<file path="src/rtl/bluejay_frame_sched.sv">
// Two-pass (normal, then inverted for DC balance) line scheduler for one buffered source frame.
// Define BLUEJAY_SCHED_WDT_EN to build in the LINE_WAIT watchdog that drives the sticky error_o.
module bluejay_frame_sched #(
    parameter int LINES_PER_FRAME = 1280,
    parameter int LINE_GAP_CYCLES = 16,
    parameter int WDT_CYCLES      = 65535
) (
    input  logic        clk_i,
    input  logic        reset_i,
    input  logic        enable_i,
    input  logic        frame_avail_i,
    input  logic        fifo_empty_i,
    input  logic        line_done_i,
    output logic        new_frame_o,
    output logic        next_line_rdy_o,
    output logic        invert_o,
    output logic        frame_ack_o,
    output logic        busy_o,
    output logic [10:0] line_count_o,
    output logic [15:0] frame_count_o,
    output logic        error_o
);

    typedef enum logic [2:0] {
        IDLE,
        PASS_START,
        LINE_REQ,
        LINE_WAIT,
        LINE_GAP,
        PASS_END
    } state_t;

    localparam logic [10:0] LAST_LINE = 11'(LINES_PER_FRAME - 1);
    localparam logic [7:0]  LAST_GAP  = 8'(LINE_GAP_CYCLES - 1);

    state_t      state;
    state_t      state_next;
    logic [7:0]  gap_cnt;
    logic [7:0]  gap_cnt_next;
    logic [10:0] line_count_next;
    logic [15:0] frame_count_next;
    logic        new_frame_next;
    logic        next_line_rdy_next;
    logic        frame_ack_next;
    logic        invert_next;
    logic        wdt_expired;

`ifdef BLUEJAY_SCHED_WDT_EN
    localparam int              WDT_W    = $clog2(WDT_CYCLES + 1);
    localparam logic [WDT_W-1:0] WDT_LAST = WDT_W'(WDT_CYCLES - 1);

    logic [WDT_W-1:0] wdt_cnt;
    logic             error_q;

    // The counter sits at zero outside LINE_WAIT, so it starts fresh on every entry.
    assign wdt_expired = (state == LINE_WAIT) && !line_done_i && (wdt_cnt == WDT_LAST);

    always_ff @(posedge clk_i) begin
        if (reset_i) begin
            wdt_cnt <= '0;
            error_q <= 1'b0;
        end else begin
            if (state != LINE_WAIT) begin
                wdt_cnt <= '0;
            end else begin
                wdt_cnt <= wdt_cnt + WDT_W'(1);
            end
            if (wdt_expired) begin
                error_q <= 1'b1;
            end
        end
    end

    assign error_o = error_q;
`else
    localparam int unused_wdt_cycles = WDT_CYCLES;

    assign wdt_expired = 1'b0;
    assign error_o     = 1'b0;
`endif

    always_comb begin
        state_next         = state;
        gap_cnt_next       = gap_cnt;
        line_count_next    = line_count_o;
        frame_count_next   = frame_count_o;
        invert_next        = invert_o;
        new_frame_next     = 1'b0;
        next_line_rdy_next = 1'b0;
        frame_ack_next     = 1'b0;

        unique case (state)
            IDLE: begin
                if (enable_i && frame_avail_i) begin
                    state_next  = PASS_START;
                    invert_next = 1'b0;
                end
            end
            PASS_START: begin
                state_next = LINE_REQ;
            end
            LINE_REQ: begin
                if (!fifo_empty_i) begin
                    state_next         = LINE_WAIT;
                    next_line_rdy_next = 1'b1;
                end
            end
            LINE_WAIT: begin
                if (line_done_i) begin
                    if (line_count_o == LAST_LINE) begin
                        // Ack and count land in PASS_END so they never share a cycle with new_frame_o.
                        state_next = PASS_END;
                        if (invert_o) begin
                            frame_ack_next   = 1'b1;
                            frame_count_next = frame_count_o + 16'd1;
                        end
                    end else begin
                        state_next      = LINE_GAP;
                        line_count_next = line_count_o + 11'd1;
                        gap_cnt_next    = '0;
                    end
                end else if (wdt_expired) begin
                    state_next  = IDLE;
                    invert_next = 1'b0;
                end
            end
            LINE_GAP: begin
                if (gap_cnt == LAST_GAP) begin
                    state_next = LINE_REQ;
                end else begin
                    gap_cnt_next = gap_cnt + 8'd1;
                end
            end
            PASS_END: begin
                if (!invert_o) begin
                    invert_next = 1'b1;
                    state_next  = PASS_START;
                end else begin
                    invert_next = 1'b0;
                    state_next  = (enable_i && frame_avail_i) ? PASS_START : IDLE;
                end
            end
            default: begin
                state_next = IDLE;
            end
        endcase

        if (state_next == PASS_START) begin
            new_frame_next  = 1'b1;
            line_count_next = '0;
        end
    end

    always_ff @(posedge clk_i) begin
        if (reset_i) begin
            state           <= IDLE;
            gap_cnt         <= '0;
            new_frame_o     <= 1'b0;
            next_line_rdy_o <= 1'b0;
            invert_o        <= 1'b0;
            frame_ack_o     <= 1'b0;
            busy_o          <= 1'b0;
            line_count_o    <= '0;
            frame_count_o   <= '0;
        end else begin
            state           <= state_next;
            gap_cnt         <= gap_cnt_next;
            new_frame_o     <= new_frame_next;
            next_line_rdy_o <= next_line_rdy_next;
            invert_o        <= invert_next;
            frame_ack_o     <= frame_ack_next;
            busy_o          <= (state_next != IDLE);
            line_count_o    <= line_count_next;
            frame_count_o   <= frame_count_next;
        end
    end

endmodule

</file>
<file path="config.mk">
export PLATFORM = sky130hd
export DESIGN_NAME = bluejay_frame_sched
export DESIGN_NICKNAME = d
export VERILOG_FILES = /design/src/rtl/bluejay_frame_sched.sv
export SDC_FILE = /design/constraint.sdc
export NUM_CORES = 1
export LEC_CHECK = 0
export CAP_MARGIN = 15
export CORE_UTILIZATION = 56
export DETAILED_ROUTE_END_ITERATION = 8
export PLACE_DENSITY = 0.84
export SYNTH_ARGS = -nofsm -noshare
export SYNTH_HDL_FRONTEND = slang
export SYNTH_SLANG_ARGS = --single-unit
export TNS_END_PERCENT = 30
</file>
<file path="constraint.sdc">
create_clock -name clk_i -period 6.2 [get_ports clk_i]
set_input_delay 0.93 -clock clk_i [delete_from_list [all_inputs] [get_ports clk_i]]
set_output_delay 0.93 -clock clk_i [all_outputs]
set_load 0.02 [all_outputs]
</file>
==> results of run 1 <==
## worst max-delay path, cell delays in order
cell and delay, ns:
clkdlybuf4s50_1 0.54, nand4b_1 0.32, or4_1 0.81, or4_1 0.54, a21oi_1 0.16
## sequential cells by signal, summed over array words and instances (netlist names)
| name | cells |
|---|---|
| frame_count_o | 16 |
| line_count_o | 11 |
| gap_cnt | 8 |
| state | 3 |
| busy_o | 1 |
| frame_ack_o | 1 |
| invert_o | 1 |
| new_frame_o | 1 |
| next_line_rdy_o | 1 |
## stage by stage
stage / power (mW) / std cells / setup WS, ns
after floorplan: 0.3070 / 260 / 3.600
after global placement: 0.3165 / 330 / 2.925
after detailed placement: 0.3169 / 330 / 2.866
after CTS: 0.5316 / 338 / 3.181
after global routing: 0.5491 / 338 / 3.028
final: 0.5278 / 338 / 3.137
## cells in the mapped netlist, types with 2 or more instances
library cell,instances
xor2_1,7
nor3_1,13
nor2b_1,9
mux2_2,9
nand2b_1,4
inv_1,7
buf_2,2
o21ai_0,8
or4_1,9
buf_4,2
o31ai_1,9
xnor2_1,3
nand2_1,7
or3_1,3
dfxtp_1,43
ha_1,3
or2_2,2
nor4_1,4
nor2_1,22
nand3_1,16
clkbuf_1,14
mux2i_1,2
o211ai_1,3
and3_1,8
a21oi_1,12
a211oi_1,7
nand4_1,16
## cells by family after synthesis
group	Yosys count	synth area share
other	1	0.001705
AND/OR/NAND/NOR	122	0.3146
flip-flops	43	0.3914
XOR/XNOR	10	0.03982
AO/OA/AOI/OAI	45	0.1331
buffers and inverters	25	0.04721
multiplexers	11	0.05518
adder cells (fa/ha/maj)	3	0.01707
## routing by layer
layer  global-route usage  wire, microns
met5                    0              0
met4              0.06944             45
met3              0.06866            204
met2               0.3645           2143
met1               0.3322           2256
## power by group through the flow
stage | Sequential [mW] | Clock [mW] | Combinational (mW)
6_report | 0.281 | 0.217 | 0.0295
3_5_place_dp | 0.288 | 0 | 0.0291
5_1_grt | 0.282 | 0.235 | 0.0322
3_3_place_gp | 0.288 | 0 | 0.0288
4_1_cts | 0.281 | 0.221 | 0.0294
2_1_floorplan | 0.287 | 0 | 0.0196
## layout by cell type, fill, tap and decap left out, types with 7 or more instances in the layout
master           instances
nor2_1                  22
a211oi_1                 7
nand3_1                 16
and3_1                   8
clkdlybuf4s50_1         37
o21ai_0                  8
nor2b_1                  9
nand4_1                 16
nor3_1                  13
inv_1                    7
a21oi_1                 12
mux2_2                   9
or4_1                    9
nand2_1                  7
xor2_1                   7
dfxtp_1                 43
o31ai_1                  9
## final cells by class
cell class,instances,area [sq um],share of cell area
Inverter,7,26.28,0.009777
Clock buffer,5,68.82,0.02561
Timing Repair Buffer,40,392.9,0.1462
Sequential cell,43,860.8,0.3203
Clock inverter,3,43.79,0.01629
Tap cell,48,60.06,0.02235
Multi-Input combinational cell,192,1235,0.4595
## how the worst min path moves through the flow
stage,startpoint,end,slack (ns),depth (start not counted)
floorplan,gap_cnt[7]$_SDFFE_PP0P_,gap_cnt[7]$_SDFFE_PP0P_,0.47,2
global placement,gap_cnt[7]$_SDFFE_PP0P_,gap_cnt[7]$_SDFFE_PP0P_,0.49,2
detailed placement,gap_cnt[7]$_SDFFE_PP0P_,gap_cnt[7]$_SDFFE_PP0P_,0.49,2
CTS,frame_count_o[10]$_SDFFE_PP0P_,frame_count_o[10]$_SDFFE_PP0P_,0.51,2
global route,frame_count_o[10]$_SDFFE_PP0P_,frame_count_o[10]$_SDFFE_PP0P_,0.52,2
finish,frame_count_o[10]$_SDFFE_PP0P_,frame_count_o[10]$_SDFFE_PP0P_,0.51,2
==> results.yml, run 1 <==
run_status:
  status: "finished clean"
sta:
  maxSlewViolCount: 0
  finalSetupTns_ns: 0
  clock.fmax_ghz: 0.3264
  whs_ns: 0.5075
  setup_viol: 0
  grt_setup_unrepaired: "false"
  fin_crit_ns: 3.063
  fin_crit_sh: 0.4941
  skew_ns: 0.008086
  hold_violations: 0
  max-slew-margin-rel: 0.4145
  worst-slew-pin-transition_ns: 0.8710
die:
  die_x_microns: 64.67
  dieArea_sq_um: 4182
  core_sq_um: 3716
  die_h_microns: 64.67
  rows: 22
  io_pins: 39
  start_util: 0.5919
power_and_ir_drop:
  seq_power_share: 0.533
  clkPwrFrac: 0.411
  switching_share: 0.2234
  power.leakage_nw: 0.9066
  switching_power_mw: 0.1179
  powerDensity_nw_per_um2: 196.4
  combPwrFrac: 0.056
  intPower_mw: 0.4099
  vdd_drop_max_uv: 217.7
clock_tree:
  clock-root-buffer: "clkbuf_8"
  cts_setup_buffers: 0
  clock_latency_ns: 0.30
  cts_buffers: 5
  clock_sinks: 43
  clock_path_buffers: 2
  h-tree-depth: 2
  cts_tree: "built"
  cts.clk_slew.worst_paths_ns: 0.08
  cts-resized-gates: 0
  hold_buffers: 0
synthesis:
  synth_warnings: 0
  synth_area_sq_um: 2200
  ys_async_sr_fraction: 0
  synth_ff_type: "dfxtp_1"
  synth_cell_type_count: 43
  synth_cells: 260
  synth-seq-area-share: 0.3914
  syn_nets: 269
  synth.avg_cell_area_sq_um: 8.460
  synth_edf_count: 0
  yosysTopAreaCell: "dfxtp_1"
  yosysTopAreaCellShare: 0.3914
  ys_ff_latch: 43
  synthTopCellsByArea: "dfxtp_1, mux2_2, nand4_1"
setup_path:
  arrival_ns: 3.30
  crit_type: "in -> reg"
  ff2ff_path_depth: 4
  critPathLaunchType: "input port"
  crit_start: "line_done_i"
  endpoint: "frame_count_o[7]$_SDFFE_PP0P_"
  rrSetupSlack_ns: 3.74
  cp_max_fo: 16
  reg2reg_from: "state[0]$_SDFF_PP0_"
  crit_required_ns: 6.43
  end_kind: "flip-flop"
  reg2reg_to: "frame_count_o[7]$_SDFFE_PP0P_"
detailed_routing:
  viasPerCell: 5.947
  drc: 0
  dr.pass1.iters: 4
  drt-initial-drc-count: 193
  antenna_left: 0
  avgRoutedWirePerCell_microns: 13.75
  drt-total-wl_mm: 4.649
  via_count: 2010
global_routing:
  grt_antenna_before_repair: 0
  grt_start_max_net_pins: 37
  grt_pass1_vias: 1708
  grt_usage: 0.2411
  grt_overflow_total: 0
  grt_pass1_wl_mm: 7.838
placement:
  dpl_cell_area_sq_um: 2575
  hpwlAfterDp_mm: 3.139
  io_buffer_count: 37
  place.gp.congestion: 0.8479
finish:
  drive_above_1_share: 0.08621
  stdcell_area_sq_um: 2688
  area.growth.synth_to_final_pct: 22.18
  fillCellCount: 314
  fin_util: 0.7232
  diodes: 0
  fin_nets: 298
flow_run:
  cap_violations: 0
min_path:
  hp-class: "reg -> reg"
Power figures use the tool's default switching activity.
==> inputs of run 2 (changes only) <==
Settings changed: CORE_UTILIZATION 56 to 47, PLACE_DENSITY 0.84 to 0.75.
Clock period 6.2 ns to 2.61 ns, I/O delays scaled along.
==> run 2 against run 1 <==
Against the previous run: final area increased by 2.1%; final cell count increased by 2.7%; total power increased by 140%; combinational power increased by 150%; clock skew decreased by 0.0039 ns; setup slack got worse by 2.9 ns; clock-buffer cell count increased by 1; wire length increased by 5.7%; sequential power increased by 140%; sequential cell count unchanged.
==> results.yml, run 2 (synthesis gave the netlist of run 1 again) <==
finish:
  most-common-layout-cells: "dfxtp_1, clkdlybuf4s50_1, nor2_1"
  top_regs: "frame_count_o x16, line_count_o x11, gap_cnt x8"
  largest_register: "frame_count_o"
  diodes: 0
  area.growth.synth_to_final_pct: 24.74
  fillCellCount: 400
  fin_nets: 303
  drive_above_1_share: 0.1085
  final-seq-area_sq_um: 860.8
  largest_reg_flops: 16
  multiInputGateArea_sq_um: 1244
  final_common_cell: "dfxtp_1"
power_and_ir_drop:
  power.leakage_nw: 0.9358
  switching_power_mw: 0.2913
  powerDensity_nw_per_um2: 470.6
  switching_share: 0.2255
  vdd_drop_max_uv: 255.6
  seq_power_share: 0.518
  clkPwrFrac: 0.426
  intPower_mw: 1.000
  combPwrFrac: 0.056
die:
  start_util: 0.4983
  die_h_microns: 70.41
  io_pins: 39
  rows: 24
  die_x_microns: 70.41
  core_sq_um: 4414
  dieArea_sq_um: 4958
sta:
  fin_crit_sh: 0.8926
  skew_ns: 0.004145
  fin_crit_ns: 2.330
  grt_setup_unrepaired: "false"
  worst-slew-pin-transition_ns: 0.6197
  setup_viol: 0
  fin_ws_ns: 0.2802
  finalSetupTns_ns: 0
  max-slew-margin-rel: 0.5844
  clock.fmax_ghz: 0.4292
  maxSlewViolCount: 0
  hold_violations: 0
setup_path:
  end_kind: "flip-flop"
  crit_required_ns: 2.85
  arrival_ns: 2.57
  cp_max_fo: 16
  critPathLaunchType: "flip-flop"
  crit_type: "reg -> reg"
clock_tree:
  clock_latency_ns: 0.30
  hold_buffers: 0
  cts_tree: "built"
  clock_sinks: 43
  h-tree-depth: 2
  cts_buffers: 5
  clock-root-buffer: "clkbuf_8"
  clock_path_buffers: 2
  cts.clk_slew.worst_paths_ns: 0.08
run_status:
  status: "finished clean"
global_routing:
  grt_antenna_before_repair: 0
  grt_start_max_net_pins: 27
  grt_pass1_wl_mm: 8.183
  grt_usage: 0.2039
  grt_pass1_vias: 1719
  grt_overflow_total: 0
detailed_routing:
  drc: 0
  avgRoutedWirePerCell_microns: 14.16
  antenna_left: 0
  dr.pass1.iters: 4
  drt-total-wl_mm: 4.914
  viasPerCell: 5.769
  via_count: 2002
  drt-initial-drc-count: 114
placement:
  hpwlAfterDp_mm: 3.361
  place.gp.congestion: 0.8277
  place_ws_ns: 0.04911
  io_buffer_count: 37
min_path:
  hp-class: "reg -> reg"
flow_run:
  cap_violations: 0
[run 2: changes by cell type in the layout (fill, tap and decap cells not counted), sizes merged]
| cell | delta |
|---|---|
| buf | +5 |
| clkbuf | +1 |
| clkinv | -1 |
[run 2: metal layers]
metal | routed length (microns) | vias to the layer above | share of wire | track usage
met5 | 0 | - | 0 | 0
met4 | 83 | 0 | 0.017 | 0.09333
met3 | 151 | 7 | 0.031 | 0.03175
met2 | 2148 | 39 | 0.44 | 0.2974
met1 | 2530 | 927 | 0.51 | 0.2929
li1 | - | 1029 | - | -
[run 2: worst max-delay path, stage by stage (launching register included)]
cell and delay, ns:
dfxtp_1 0.42, ha_1 0.22, nand3_1 0.26, or4_4 0.71, or4_1 0.50, a21oi_1 0.16
[run 2: area by class of cell]
cell class	instances	share of cell area
Inverter	7	0.009576
Sequential cell	43	0.3137
Multi-Input combinational cell	192	0.4533
Timing Repair Buffer	45	0.1569
Clock inverter	2	0.01277
Tap cell	52	0.02371
Clock buffer	6	0.03010
[run 2: per-stage QoR]
stage | cells | utilization | area [sq um] | power [mW] | hold WS [ns]
after floorplan | 260 | - | 2200 | 0.7293 | 0.4701
after global placement | 339 | 0.5930 | 2618 | 0.7544 | 0.4928
after detailed placement | 339 | 0.5930 | 2618 | 0.7561 | 0.5012
after CTS | 347 | 0.6196 | 2735 | 1.304 | 0.5190
after global routing | 347 | 0.6216 | 2744 | 1.343 | 0.5555
final | 347 | 0.6216 | 2744 | 1.291 | 0.5209
[run 2: final timing paths]
check	startpoint	end	slack, ns	cells after the start
worst max-delay path	line_count_o[0]$_SDFFE_PP0P_	frame_count_o[10]$_SDFFE_PP0P_	0.28	5
worst min-delay path	gap_cnt[7]$_SDFFE_PP0P_	gap_cnt[7]$_SDFFE_PP0P_	0.52	2
worst max register to register	line_count_o[0]$_SDFFE_PP0P_	frame_count_o[10]$_SDFFE_PP0P_	0.28	5
worst min register to register	gap_cnt[7]$_SDFFE_PP0P_	gap_cnt[7]$_SDFFE_PP0P_	0.52	2
[run 2: power by group through the flow]
stage	Clock (mW)	Combinational (mW)	Sequential (mW)
after floorplan	0	0.0465	0.683
after global placement	0	0.0707	0.684
after detailed placement	0	0.0721	0.684
after CTS	0.562	0.0726	0.668
after global routing	0.593	0.0790	0.670
final	0.550	0.0725	0.668
[run 2: repair_timing]
| item | CTS | global route |
|---|---|---|
| setup endpoints to repair | 0 | 10 |
| buffers inserted | 0 | 0 |
| gates resized for setup | 0 | 2 |
